==> config.mk <==
export PLATFORM = sky130hd
export DESIGN_NAME = cla_pipe_adder_flat
export DESIGN_NICKNAME = d
export VERILOG_FILES = /design/src/rtl/cla_pkg.sv /design/src/rtl/cla_pipe_adder_if.sv /design/src/rtl/cla_group4.sv /design/src/rtl/cla_pipe_adder.sv /design/src/flat_wrapper.sv
export SDC_FILE = /design/constraint.sdc
export NUM_CORES = 1
export LEC_CHECK = 0
export BUFFER_PORTS_ARGS = -buffer_cell sky130_fd_sc_hd__buf_2
export CAP_MARGIN = 20
export CORE_MARGIN = 2
export CORE_UTILIZATION = 49
export DETAILED_ROUTE_END_ITERATION = 7
export PLACE_DENSITY = 0.75
export SYNTH_ARGS = -nofsm -noshare
export SYNTH_HDL_FRONTEND = slang
export SYNTH_SLANG_ARGS = --single-unit
==> constraint.sdc <==
create_clock -name clk -period 2.8 [get_ports clk]
set_clock_uncertainty 0.15 [all_clocks]
set_input_delay 0.42 -clock clk [delete_from_list [all_inputs] [get_ports clk]]
set_output_delay 0.42 -clock clk [all_outputs]
set_load 0.03 [all_outputs]
==> src/rtl/cla_pkg.sv <==
// Shared constants and carry-lookahead helpers for the pipelined CLA adder.
// group_gp gives the 4-bit group terms; lookahead gives the group carries as sums of products.
package cla_pkg;
    localparam int GRP_W   = 4;
    localparam int MAX_GRP = 4;

    function automatic logic [1:0] group_gp(input logic [GRP_W-1:0] g, input logic [GRP_W-1:0] p);
        logic gg;
        logic pp;
        gg = g[3] | (p[3] & g[2]) | (p[3] & p[2] & g[1]) | (p[3] & p[2] & p[1] & g[0]);
        pp = &p;
        return {gg, pp};
    endfunction

    // Each C(k+1) is built from the group terms directly, so no term waits on C(k).
    function automatic logic [MAX_GRP:0] lookahead(input logic [MAX_GRP-1:0] gg,
                                                   input logic [MAX_GRP-1:0] pp,
                                                   input logic               cin,
                                                   input int                 ngrp);
        logic [MAX_GRP:0] c;
        logic             term;
        logic             prop;
        c    = '0;
        c[0] = cin;
        for (int k = 0; k < MAX_GRP; k++) begin
            if (k < ngrp) begin
                term = 1'b0;
                prop = 1'b1;
                for (int j = k; j >= 0; j--) begin
                    term = term | (prop & gg[j]);
                    prop = prop & pp[j];
                end
                c[k+1] = term | (prop & cin);
            end
        end
        return c;
    endfunction
endpackage

==> src/rtl/cla_pipe_adder_if.sv <==
// Operand and result handshake bundle for cla_pipe_adder.
// master drives operands and out_ready; slave (the adder) returns in_ready and the result.
interface cla_pipe_adder_if import cla_pkg::*; #(parameter int NGRP = 4);
    localparam int W = GRP_W * NGRP;

    logic         in_valid;
    logic         in_ready;
    logic [W-1:0] a;
    logic [W-1:0] b;
    logic         cin;
    logic         out_valid;
    logic         out_ready;
    logic [W-1:0] sum;
    logic         cout;
    logic         ovf;

    modport master (output in_valid, a, b, cin, out_ready,
                    input  in_ready, out_valid, sum, cout, ovf);
    modport slave  (input  in_valid, a, b, cin, out_ready,
                    output in_ready, out_valid, sum, cout, ovf);
endinterface

==> src/rtl/cla_group4.sv <==
// Combinational 4-bit group: per-bit generate/propagate plus group GG/PP.
// No state, no handshake.
module cla_group4 import cla_pkg::*; (
    input  logic [GRP_W-1:0] a_i,
    input  logic [GRP_W-1:0] b_i,
    output logic [GRP_W-1:0] g_o,
    output logic [GRP_W-1:0] p_o,
    output logic             gg_o,
    output logic             pp_o
);
    assign g_o = a_i & b_i;
    assign p_o = a_i ^ b_i;
    assign {gg_o, pp_o} = group_gp(g_o, p_o);
endmodule

==> src/rtl/cla_pipe_adder.sv <==
// Two-stage CLA adder: stage 1 registers g/p and group GG/PP, stage 2 registers sum/cout/ovf; 2-cycle latency, 1 beat/cycle.
// Stalls hold both stages; in_ready is combinational from out_ready, so integrators must not feed in_ready back into out_ready.
module cla_pipe_adder import cla_pkg::*; #(
    parameter int NGRP = 4
) (
    input  logic             clk,
    input  logic             rst,
    cla_pipe_adder_if.slave  bus
);
    localparam int W = GRP_W * NGRP;

    if (NGRP < 2 || NGRP > MAX_GRP) begin : g_bad_ngrp
        $error("cla_pipe_adder: NGRP must be in 2..4");
    end

    logic            v1_q, v1_d;
    logic            v2_q, v2_d;
    logic [W-1:0]    g1_q, g1_d;
    logic [W-1:0]    p1_q, p1_d;
    logic [NGRP-1:0] gg1_q, gg1_d;
    logic [NGRP-1:0] pp1_q, pp1_d;
    logic            cin1_q;
    logic [W-1:0]    sum_q, sum_d;
    logic            cout_q, cout_d;
    logic            ovf_q, ovf_d;

    logic            s2_en;
    logic            in_rdy;
    logic            in_fire;
    logic [MAX_GRP:0] grp_c;
    logic [W-1:0]    c_bit;
    logic            cc;

    for (genvar k = 0; k < NGRP; k++) begin : g_grp
        cla_group4 u_grp (
            .a_i  (bus.a[GRP_W*k +: GRP_W]),
            .b_i  (bus.b[GRP_W*k +: GRP_W]),
            .g_o  (g1_d[GRP_W*k +: GRP_W]),
            .p_o  (p1_d[GRP_W*k +: GRP_W]),
            .gg_o (gg1_d[k]),
            .pp_o (pp1_d[k])
        );
    end

    assign s2_en   = !v2_q | bus.out_ready;
    assign in_rdy  = !v1_q | s2_en;
    assign in_fire = bus.in_valid & in_rdy;
    assign v1_d    = in_rdy ? in_fire : v1_q;
    assign v2_d    = s2_en ? v1_q : v2_q;

    assign grp_c = lookahead(MAX_GRP'(gg1_q), MAX_GRP'(pp1_q), cin1_q, NGRP);

    // Inside a group the carries ripple from that group's lookahead carry.
    always_comb begin
        c_bit = '0;
        cc    = 1'b0;
        for (int k = 0; k < NGRP; k++) begin
            cc = grp_c[k];
            for (int j = 0; j < GRP_W; j++) begin
                c_bit[GRP_W*k+j] = cc;
                cc = g1_q[GRP_W*k+j] | (p1_q[GRP_W*k+j] & cc);
            end
        end
    end

    assign sum_d  = p1_q ^ c_bit;
    assign cout_d = grp_c[NGRP];
    assign ovf_d  = grp_c[NGRP] ^ c_bit[W-1];

    always_ff @(posedge clk or posedge rst) begin
        if (rst) begin
            v1_q   <= 1'b0;
            g1_q   <= '0;
            p1_q   <= '0;
            gg1_q  <= '0;
            pp1_q  <= '0;
            cin1_q <= 1'b0;
        end else begin
            v1_q <= v1_d;
            if (in_fire) begin
                g1_q   <= g1_d;
                p1_q   <= p1_d;
                gg1_q  <= gg1_d;
                pp1_q  <= pp1_d;
                cin1_q <= bus.cin;
            end
        end
    end

    always_ff @(posedge clk or posedge rst) begin
        if (rst) begin
            v2_q   <= 1'b0;
            sum_q  <= '0;
            cout_q <= 1'b0;
            ovf_q  <= 1'b0;
        end else begin
            v2_q <= v2_d;
            if (s2_en) begin
                sum_q  <= sum_d;
                cout_q <= cout_d;
                ovf_q  <= ovf_d;
            end
        end
    end

    assign bus.in_ready  = in_rdy;
    assign bus.out_valid = v2_q;
    assign bus.sum       = sum_q;
    assign bus.cout      = cout_q;
    assign bus.ovf       = ovf_q;
endmodule

==> src/flat_wrapper.sv <==
// flat-port wrapper written by rule: the top's interface ports become plain ports
module cla_pipe_adder_flat import cla_pkg::*;
#(
    parameter int NGRP = 4
)
  (clk, rst, bus_in_valid, bus_a, bus_b, bus_cin, bus_out_ready, bus_in_ready, bus_out_valid, bus_sum, bus_cout, bus_ovf);
  cla_pipe_adder_if #(.NGRP(NGRP)) bus_i ();
  input  logic clk;
  input  logic rst;
  input wire logic [$bits(bus_i.in_valid)-1:0] bus_in_valid;
  input wire logic [$bits(bus_i.a)-1:0] bus_a;
  input wire logic [$bits(bus_i.b)-1:0] bus_b;
  input wire logic [$bits(bus_i.cin)-1:0] bus_cin;
  input wire logic [$bits(bus_i.out_ready)-1:0] bus_out_ready;
  output wire logic [$bits(bus_i.in_ready)-1:0] bus_in_ready;
  output wire logic [$bits(bus_i.out_valid)-1:0] bus_out_valid;
  output wire logic [$bits(bus_i.sum)-1:0] bus_sum;
  output wire logic [$bits(bus_i.cout)-1:0] bus_cout;
  output wire logic [$bits(bus_i.ovf)-1:0] bus_ovf;
  assign bus_i.in_valid = bus_in_valid;
  assign bus_i.a = bus_a;
  assign bus_i.b = bus_b;
  assign bus_i.cin = bus_cin;
  assign bus_i.out_ready = bus_out_ready;
  assign bus_in_ready = bus_i.in_ready;
  assign bus_out_valid = bus_i.out_valid;
  assign bus_sum = bus_i.sum;
  assign bus_cout = bus_i.cout;
  assign bus_ovf = bus_i.ovf;
  cla_pipe_adder #(.NGRP(NGRP)) u_core (.clk(clk), .rst(rst), .bus(bus_i));
endmodule
== Word-level counts from Yosys, hierarchy flattened ==
Index checks and enable logic that the tools add are counted.
Word-level totals
  register bits: 60
  input port bits: 37
  output and inout port bits: 20
  word-level logic and storage cells: 111
Operators by class
  bitwise operators: 95
  reduce and logical (&&, ||, !) cells: 6
Operators with widths (number)
  $and 1x1->1: 49
  $or 1x1->1: 36
  $and 4x4->4: 4
  $reduce_and 4->1: 4
  $xor 16x16->16: 1
  $xor 4x4->4: 4
  $logic_not 1->1: 2
  $xor 1x1->1: 1

== Logic depth before layout (Yosys ltp) ==
Gate-level depths: netlist (run 1).
  depth after elaboration: 11
  mapped depth: 12

== Modules after synthesis ==
Synthesis (run 1) repeated with hierarchy kept, for this count alone.
Second synthesis, totals
  cells, all modules: 228
  area, all modules: 2927.8 µm²
By module, submodules not included
  cla_pipe_adder: times used 1, cells an instance 192, area an instance 2617.5 µm², sequential area each 1426.4 µm²
  cla_group4: times used 4, cells an instance 9, area an instance 77.6 µm², sequential area each 0.0 µm²

== Worst setup path before layout (run 1) ==
No wires, ideal clock.
  path kind: flip-flop to flip-flop
  start: register u_core.pp1_q[0]
  end: register u_core.sum_q[15], in the netlist u_core.bus.sum[15]
  arrival: 2357 ps
  data required time: 2524 ps
  path slack: 167 ps
  stages on the path, launching flop included: 12
  buffers on the path: 0
  clock period less this slack: 2633 ps
  cell sequence: dfrtp_1 a21o_1 a21o_1 a21o_1 ha_1 or2_2 ha_1 or2_2 ha_1 nor2_1 xor2_1 a21oi_1
On the way
  word-level cells in the longest chain between the ends: 10
RTL lines
  start: declaration: line cla_pipe_adder.sv:21  | logic [NGRP-1:0] pp1_q, pp1_d;
  start signal: assignment: line cla_pipe_adder.sv:84  | pp1_q <= pp1_d;
  $and 1x1->1: line cla_pkg.sv:31  | prop = prop & pp[j];
  $and 1x1->1: line cla_pkg.sv:33  | c[k+1] = term | (prop & cin);
  $or 1x1->1: line cla_pkg.sv:33
  $and 1x1->1: line cla_pipe_adder.sv:61  | cc = g1_q[GRP_W*k+j] | (p1_q[GRP_W*k+j] & cc);
  $or 1x1->1: line cla_pipe_adder.sv:61
  $and 1x1->1: line cla_pipe_adder.sv:61
  $or 1x1->1: line cla_pipe_adder.sv:61
  $and 1x1->1: line cla_pipe_adder.sv:61
  $or 1x1->1: line cla_pipe_adder.sv:61
  $xor 16x16->16: line cla_pipe_adder.sv:66  | assign sum_d = p1_q ^ c_bit;
  end signal: assignment: line cla_pipe_adder.sv:99  | sum_q <= sum_d;
  end: declaration: line cla_pipe_adder.sv:23  | logic [W-1:0] sum_q, sum_d;
No other way between the ends.
A chain may end at the register's enable or synchronous reset.

== Final worst setup path (run 1) ==
  start: register u_core.cin1_q
  end: register u_core.ovf_q, in the netlist u_core.bus.ovf
On the way
  word-level cells in the longest chain between the ends: 9
  elaborated cells on any way between the ends: 11
  those cells by class: 11 x bitwise
RTL lines
  start: declaration: line cla_pipe_adder.sv:22  | logic cin1_q;
  start signal: assignment: line cla_pipe_adder.sv:85  | cin1_q <= bus.cin;
  $and 1x1->1: line cla_pkg.sv:33
  $or 1x1->1: line cla_pkg.sv:33
  $and 1x1->1: line cla_pipe_adder.sv:61
  $or 1x1->1: line cla_pipe_adder.sv:61
  $and 1x1->1: line cla_pipe_adder.sv:61
  $or 1x1->1: line cla_pipe_adder.sv:61
  $and 1x1->1: line cla_pipe_adder.sv:61
  $or 1x1->1: line cla_pipe_adder.sv:61
  $xor 1x1->1 (*): line cla_pipe_adder.sv:68  | assign ovf_d = grp_c[NGRP] ^ c_bit[W-1];
  end signal: assignment: line cla_pipe_adder.sv:101  | ovf_q <= ovf_d;
  end: declaration: line cla_pipe_adder.sv:25  | logic ovf_q, ovf_d;
Every way passes the cells marked *; elsewhere a longest branch is shown, timed or not.

==> qor.csv, run 1 <==
metric,value,unit
synthTopCellsByArea,"dfrtp_1 50%, mux2_4 13%, ha_1 12%, nand2_1 6.5%, a21o_1 3.4%",
yosys_warnings,0,
grtUsageTotal,19.2,%
yosysTopAreaCell,dfrtp_1,
power_leakage,1.85,nW
routed_via_density,5.17,
syn_area,0.00285,mm^2
final_hold_viol_count,0,
cts_max_level,3,
critical-path-top-delay-family,compound AO/OA/AOI/OAI gates,
highest_layer,met4,
cts.clk_slew.worst_paths,60,ps
worstPathBufferInverterCount,0,
synth_edf_count,0,
outcome,finished clean,
peakVddDrop,0.000430,V
insertion_delay,340,ps
dr.pass1.iters,4,
tightestPinTransition,791,ps
ys_ff_latch,57,
ys_types,22,
placed_cell_area,0.00317,mm^2
synth_top_area_share,50.1,%
crit_fanout,3,
core_area,0.00557,mm^2
cp_cell_sequence,a21o_1 -> a21o_1 -> a21o_1 -> ha_1 -> or2_2 -> ha_1 -> or2_4 -> ha_4 -> nor2_4 -> nand2_1 -> a21o_1 -> nand3_1,
antenna_found_initial,0,
cp.required,2920,ps
rr_startpoint,u_core.cin1_q,
io_pins,57,
grt_pass1_wl,9160,um
start_util,51.1,%
cts_buffers,9,
cts_max_path_buffers,2,
finalWeightedCongestion,0.770,
grt.overflow.total,0,
ys.flop_type,dfrtp_1,
ant_nets,0,
drv_slew,0,
grt_start_max_net_pins,58,
wl_met3,286,um
period_share,94.4,%
syn_avg_cell_area,12.1,um^2
cts.sinks,57,
area_growth,19.6,%
slew_headroom,47.3,%
post-cts-setup-buffers,0,
syn_inst,235,
worstSetupPathType,flip-flop to flip-flop,
finalInstanceArea,0.00341,mm^2
die_area,0.00643,mm^2
max_cap_viol_count,0,
r2r_slack,160,ps
wl_met2,2580,um
drc_errors,0,
power_density,793,mW/mm^2
die_h,80.2,um
finalSetupViolCount,0,
cts_tree,built,
crit_slowest_cell,dfrtp_1,
async_flop_share,100,%
dp_hpwl,3690,um
tns,0,ps
cp_data_arrival_time,2770,ps
wl_per_cell,14.2,um
drt-initial-drc-count,58,
critPathLaunchType,flip-flop,
cts-root-buf,clkbuf_8,
endpoint_kind,flip-flop,
r2r-end,u_core.bus.ovf,
seq_area_frac_synth,50.1,%
port-buffer-count,56,
fmax,0.378,GHz
via_count,1934,
fp.dieW,80.2,um
crit_top_cell,a21o_1,
grt_pass1_vias,1983,
antenna_cells,0,
fillers,467,
fin_nets,362,
wl_met1,2350,um
hp-class,primary input to asynchronous set/reset pin,
synthMostInstantiatedCell,dfrtp_1,
period_needed,2640,ps
synth_nets,300,
slowest_delay,380,ps
fin_util,61.1,%
drive_gt1_share,38.4,%
wl,5310,um
reg2reg_depth,12,
rsz0062_at_grt,false,
rows,27,
synth_common_cells,"57 x dfrtp_1, 49 x nand2_1, 28 x ha_1",
power breakdown:
part	switching [mW]	internal, mW
combinational	0.453	0.328
clock	0.323	0.496
sequential	0.102	1.00
flip-flops by register name, indices dropped and copies added (netlist names):
name                  cells
u_core.bus.out_valid      1
u_core.gg1_q              4
u_core.v1_q               1
u_core.bus.sum           16
u_core.cin1_q             1
u_core.bus.cout           1
u_core.bus.ovf            1
u_core.pp1_q              4
u_core.p1_q              16
u_core.g1_q              12
cell families after synthesis:
family | share of synthesized area (%)
AOI/OAI and AO/OA | 6.64
adders and majority gates | 12.3
and+or+nand+nor | 12.6
DFF | 50.1
xor gates and xnor gates | 1.23
muxes | 14.6
buffers and inverters | 2.46
how the worst max path moves through the flow:
stage	startpoint	end	slack (ps)	depth (start not counted)
5_1_grt	u_core.cin1_q	u_core.bus.sum[15]	60	11
4_1_cts	u_core.pp1_q[0]	u_core.bus.ovf	20	12
3_3_place_gp	u_core.pp1_q[0]	u_core.bus.sum[15]	80	11
2_1_floorplan	u_core.pp1_q[0]	u_core.bus.sum[15]	170	11
6_report	u_core.cin1_q	u_core.bus.ovf	160	12
3_5_place_dp	u_core.pp1_q[0]	u_core.bus.sum[15]	30	11
worst min-delay path: cells and delay by family:
family,cells,cell delay [ps]
buffers and inverters,3,680
metal layers:
layer / track usage [%] / vias up
met5: 0 / -
met4: 6.78 / 0
met3: 7.08 / 9
met2: 32.0 / 50
met1: 22.7 / 944
li1: - / 931
cells in the final DEF, fill, tap and decap left out:
| cell type | count |
|---|---|
| buf_4 | 3 |
| a21o_1 | 13 |
| nor2_1 | 6 |
| a31oi_1 | 1 |
| nand3b_4 | 1 |
| inv_2 | 1 |
| nor2_4 | 1 |
| clkbuf_8 | 9 |
| clkbuf_1 | 1 |
| clkinvlp_4 | 1 |
| or2_2 | 7 |
| bufinv_16 | 2 |
| nand3_1 | 2 |
| nand2b_1 | 3 |
| nand4_1 | 5 |
| ha_1 | 27 |
| a21oi_1 | 6 |
| ha_4 | 1 |
| buf_2 | 56 |
| dfrtp_1 | 57 |
| clkinv_2 | 3 |
| nand2_4 | 1 |
| mux2_2 | 5 |
| and2b_1 | 1 |
| or2_4 | 1 |
| xor2_1 | 4 |
| o21ai_0 | 11 |
| mux2_4 | 24 |
| nand2_1 | 49 |
stage by stage:
| step | setup WS (ps) | instances | total power [mW] | hold slack (ps) |
|---|---|---|---|---|
| after floorplan | 167 | 235 | 1.67 | 300 |
| after global placement | 78.6 | 358 | 1.87 | 294 |
| after detailed placement | 27.9 | 358 | 1.89 | 301 |
| after CTS | 19.3 | 374 | 2.72 | 141 |
| after global routing | 56.5 | 374 | 2.88 | 152 |
| final | 156 | 374 | 2.70 | 120 |
layout make-up:
class                   instances  area [um^2]  area share [%]
clock buffers                  10          128            3.75
clock inverters                 6         82.6            2.42
inverters                       1         3.75           0.110
multi-input cells             169         1370            40.3
flip-flops and latches         57         1430            41.9
well taps                      72         90.1            2.65
repair buffers                 59          303            8.89
timing repair:
item                                    CTS  global route
resized for setup                         0             5
hold buffers                              0             0
endpoints found under the hold margin     0             0
endpoints found under the setup margin    0             2
Power figures use the tool's default switching activity.
==> run 2, diff against run 1 <==
Settings changed: CORE_UTILIZATION 49 to 50, PLACE_DENSITY 0.75 to 0.76, SYNTH_HIERARCHICAL set to 1.
==> run 2 against run 1 <==
Compared with the run above:
- hold slack improved by 20 ps
- global-route usage fell by 2.3 points
- first-iteration DRC count rose by 79%
- total power fell by 4.5%
- synthesized area rose by 2.9%
- core utilization rose by 0.22 points
- count of clock-buffer cells in the layout rose by 4
- die area rose by 0.76%
- non-clock buffer count rose by 2
==> qor.csv, run 2 <==
metric,value,unit
power_leakage,1.82,nW
endpoint_kind,flip-flop,
syn_area,0.00293,mm^2
critPathLaunchType,flip-flop,
via_count,1882,
hp-class,primary input to asynchronous set/reset pin,
area_growth,16.8,%
period_needed,2680,ps
fillers,482,
syn_avg_cell_area,12.8,um^2
layout_common_cells,"57 x dfrtp_1, 56 x buf_2, 43 x nand2_1",
outcome,finished clean,
dp_hpwl,3620,um
wl_met1,2360,um
grt_pass1_vias,1772,
cts.sinks,57,
p_switching,0.855,mW
ys_types,26,
fin_nets,358,
p_clk_share,25.0,%
async_flop_share,100,%
final_hold_viol_count,0,
cp_data_arrival_time,2760,ps
wl_met3,193,um
cts_max_level,3,
tightestPinTransition,687,ps
slew_headroom,54.2,%
ant_nets,0,
grtUsageTotal,16.8,%
antenna_cells,0,
core_area,0.00557,mm^2
final_common_cell,dfrtp_1,
insertion_delay,320,ps
synthMostInstantiatedCell,dfrtp_1,
dr.pass1.iters,4,
max_cap_viol_count,0,
wl,4990,um
seqCellArea,0.00143,mm^2
wl_met2,2360,um
cts_buffers,9,
cp.required,2890,ps
finalSetupViolCount,0,
finalInstanceArea,0.00342,mm^2
finalWeightedCongestion,0.795,
ys.flop_type,dfrtp_1,
crit_fanout,2,
yosysTopAreaCell,dfrtp_1,
drt-initial-drc-count,104,
fp.dieW,80.5,um
drive_gt1_share,41.6,%
synth_common_cells,"57 x dfrtp_1, 43 x nand2_1, 30 x mux2_4",
totalPowerFinal,2.58,mW
p_int,1.73,mW
io_pins,57,
cts.clk_slew.worst_paths,60,ps
hold_buffers,0,
grt_pass1_wl,8160,um
worstSetupPathType,flip-flop to flip-flop,
placed_cell_area,0.00324,mm^2
routed_via_density,5.11,
fmax,0.373,GHz
power_density,755,mW/mm^2
yosys_warnings,6,
start_util,52.5,%
seqPwrFrac,43.2,%
drc_errors,0,
drv_slew,0,
period_share,95.7,%
synth_nets,293,
synth_edf_count,0,
cts_tree,built,
cts_max_path_buffers,2,
p_sw_share,33.1,%
peakVddDrop,0.000402,V
die_h,80.5,um
cts-root-buf,clkbuf_8,
port-buffer-count,56,
ys_ff_latch,57,
wl_per_cell,13.6,um
antenna_found_initial,0,
seq_area_frac_synth,48.7,%
multi_input_area,0.00142,mm^2
p_comb_share,31.8,%
grt.overflow.total,0,
highest_layer,met4,
syn_inst,228,
synth_top_area_share,48.7,%
grt_start_max_net_pins,58,
die_area,0.00648,mm^2
synthTopCellsByArea,"dfrtp_1 49%, mux2_4 15%, ha_1 12%, nand2_1 5.5%, mux2_2 2.7%",
rows,27,
-- run 2: changes by cell type in the layout (fill, tap and decap cells not counted), moves of 3 or more --
cell,change
nand4_1,-4
mux2_4,+6
nand2_1,-6
o21ai_0,-8
a21oi_1,+4
o21ai_1,+4
a21o_1,-9
and4_1,+4
clkinv_2,-3
-- run 2: critical path: stages (launching register included) --
cell and delay (ps):
dfrtp_1 370, a21o_1 190, a21o_1 170, a21o_1 190, ha_1 170, or2_2 280, ha_1 180, or2_2 270
ha_2 180, a211o_1 260, a31oi_1 170
-- run 2: logic make-up after synthesis --
logic type	after synthesis	share of synthesized area (%)
AOI/OAI and AO/OA	24	4.66
muxes	37	18.1
adders and majority gates	28	12.0
xor gates and xnor gates	4	1.20
DFF	57	48.7
and+or+nand+nor	70	12.4
buffers and inverters	8	3.03
-- run 2: cell type report --
type / instances / area share [%]
Clock buffer: 14 / 4.76
Inverter: 1 / 0.110
Multi-Input combinational cell: 163 / 41.5
Sequential cell: 57 / 41.7
Tap cell: 72 / 2.64
Timing Repair Buffer: 61 / 9.30
-- run 2: repair_timing --
item                                    4_1_cts  5_1_grt
gates resized for setup                       0        2
endpoints found under the setup margin        0        2
buffers inserted                              0        2
-- run 2: per-stage QoR --
step / hold slack (ps) / std cells / util [%] / setup TNS (ps) / setup slack [ps]
CTS: 153 / 366 / 61.0 / 0 / 0.866
finish: 140 / 368 / 61.3 / 0 / 121
global placement: 295 / 352 / 58.0 / 0 / 127
global route: 192 / 368 / 61.3 / -4.68 / -4.68
floorplan: 320 / 228 / - / 0 / 220
detailed placement: 301 / 352 / 58.0 / 0 / 35.5
-- run 2: layer usage --
layer / vias to the layer above / global-route usage [%]
li1: 925 / -
met2: 43 / 26.2
met5: - / 0
met4: 0 / 9.15
met1: 908 / 22.2
met3: 6 / 3.15
-- run 2: power by group through the flow --
| stage | sequential (mW) | combinational [mW] | clock, mW |
|---|---|---|---|
| after global placement | 1.13 | 0.801 | 0 |
| after CTS | 1.12 | 0.823 | 0.664 |
| after floorplan | 1.30 | 0.418 | 0 |
| after global routing | 1.14 | 0.906 | 0.691 |
| final | 1.11 | 0.821 | 0.645 |
| after detailed placement | 1.13 | 0.813 | 0 |
-- run 2: path summary, 6_finish.rpt --
check,endpoint,cells past startpoint,from,slack (ps)
worst max-delay path,u_core/bus.ovf,10,u_core/pp1_q[0],120
worst min-delay path,u_core/bus.sum[1],3,rst,140
worst max register to register,u_core/bus.ovf,10,u_core/pp1_q[0],120
worst min register to register,u_core/bus.sum[2],2,u_core/bus.sum[2],310
max in group asynchronous,u_core/bus.cout,3,rst,1900
min in group clk,u_core/cin1_q,2,bus_cin,190
==> run 3, diff against run 2 <==
==> constraint.sdc (replaced) <==
create_clock -name clk -period 2.8 [get_ports clk]
set_clock_uncertainty 0.15 [all_clocks]
set_input_delay 0.28 -clock clk [delete_from_list [all_inputs] [get_ports clk]]
set_output_delay 0.28 -clock clk [all_outputs]
set_load 0.03 [all_outputs]
==> run 3 against run 2 <==
Compared with the run above:
- wire length grew 2.9%
- sequential cell count is the same
- critical path type unchanged
- non-clock buffer count shrank 1
- combinational power shrank 0.7%
- count of clock-buffer cells in the layout is the same
- cell count shrank 0.27%
==> qor.csv, run 3 (synthesis results as in run 2) <==
metric,value,unit
p_int,1.72,mW
crit_top_cell,a21o_1,
critical-path-top-delay-family,compound AO/OA/AOI/OAI gates,
power_leakage,1.82,nW
finalSetupViolCount,0,
cts_max_path_buffers,2,
layout_common_cells,"57 x dfrtp_1, 56 x buf_2, 43 x nand2_1",
die_area,0.00648,mm^2
fin_util,61.2,%
fillers,457,
slew_headroom,52.2,%
cp_data_arrival_time,2710,ps
via_count,1856,
worstPathBufferInverterCount,0,
antenna_cells,0,
drc_errors,0,
cts_max_level,3,
crit_cells,10,
drt-initial-drc-count,115,
multi_input_area,0.00142,mm^2
drive_gt1_share,41.0,%
endpoint_kind,flip-flop,
hold_slack,57.5,ps
fin_nets,357,
cts_buffers,9,
grt_pass1_vias,1911,
power_density,754,mW/mm^2
cts_tree,built,
cts.clk_slew.worst_paths,50,ps
core_area,0.00557,mm^2
outcome,finished clean,
tightestPinTransition,717,ps
fp.dieW,80.5,um
drv_slew,0,
finalWeightedCongestion,0.801,
wl,5140,um
dr.pass1.iters,4,
critPathLaunchType,flip-flop,
seqCellArea,0.00143,mm^2
die_h,80.5,um
grt.overflow.total,0,
antenna_found_initial,0,
insertion_delay,320,ps
cts-root-buf,clkbuf_8,
whs_path_depth,2,
cp.required,2890,ps
rows,27,
seqPwrFrac,43.4,%
p_comb_share,31.7,%
fmax,0.381,GHz
grtUsageTotal,18.0,%
area_growth,16.6,%
max_cap_viol_count,0,
start_util,52.5,%
peakVddDrop,0.000323,V
ant_nets,0,
grt_start_max_net_pins,38,
post-cts-setup-buffers,0,
port-buffer-count,56,
p_switching,0.856,mW
p_clk_share,24.9,%
cp_cell_sequence,a21o_1 -> a21o_1 -> a21o_1 -> ha_1 -> or2_2 -> ha_1 -> or2_2 -> ha_2 -> a211o_1 -> a31oi_1,
grt_pass1_wl,8760,um
cts.sinks,57,
crit_slowest_cell,dfrtp_1,
io_pins,57,
final_common_cell,dfrtp_1,
worstSetupPathType,flip-flop to flip-flop,
final_hold_viol_count,0,
period_needed,2620,ps
routed_via_density,5.06,
hp-class,primary input to flip-flop,
crit_fanout,3,
p_sw_share,33.2,%
dp_hpwl,3820,um
period_share,93.7,%
reg2reg_depth,10,
slowest_delay,400,ps
wl_per_cell,14.0,um
run 3: routing by layer:
layer  global-route usage [%]  part of all wire (%)
met2                     28.1                    47
met1                     23.4                    47
met5                        0                     0
met3                     3.15                   3.9
met4                     10.7                   1.6
run 3: repair_timing:
action | in CTS | in global routing
resized for setup | 0 | 2
hold endpoints to repair | 33 | 0
hold buffers | 1 | 0
setup endpoints to repair | 0 | 2
run 3: cell type report:
type	count	share of cell area [%]
clock buffer	14	4.77
inverter	1	0.110
multi-input combinational	163	41.5
sequential	57	41.8
tap	72	2.64
timing repair buffer	60	9.16
run 3: power groups by stage:
stage | clock network (mW) | logic (mW) | registers, mW
final | 0.642 | 0.815 | 1.12
after global routing | 0.691 | 0.902 | 1.14
after CTS | 0.661 | 0.823 | 1.12
after detailed placement | 0 | 0.816 | 1.13
after global placement | 0 | 0.800 | 1.13
after floorplan | 0 | 0.418 | 1.30
run 3: worst paths after layout:
| kind | endpoint | startpoint | slack (ps) |
|---|---|---|---|
| worst max-delay path | u_core/bus.ovf | u_core/cin1_q | 180 |
| worst min-delay path | u_core/cin1_q | bus_cin | 60 |
| worst max register to register | u_core/bus.ovf | u_core/cin1_q | 180 |
| worst min register to register | u_core/bus.sum[2] | u_core/bus.sum[2] | 310 |
| max in group asynchronous | u_core/p1_q[14] | rst | 1390 |
| min in group asynchronous | u_core/pp1_q[2] | rst | 470 |
run 3: stage by stage:
step	cell area (um^2)	std cells	setup slack (ps)	TNS [ps]	power [mW]
floorplan	2930	228	220	0	1.72
finish	3410	367	178	0	2.57
global route	3410	367	-2.83	-2.83	2.74
global placement	3240	352	135	0	1.93
detailed placement	3240	352	30.7	0	1.95
CTS	3410	367	36.0	0	2.60
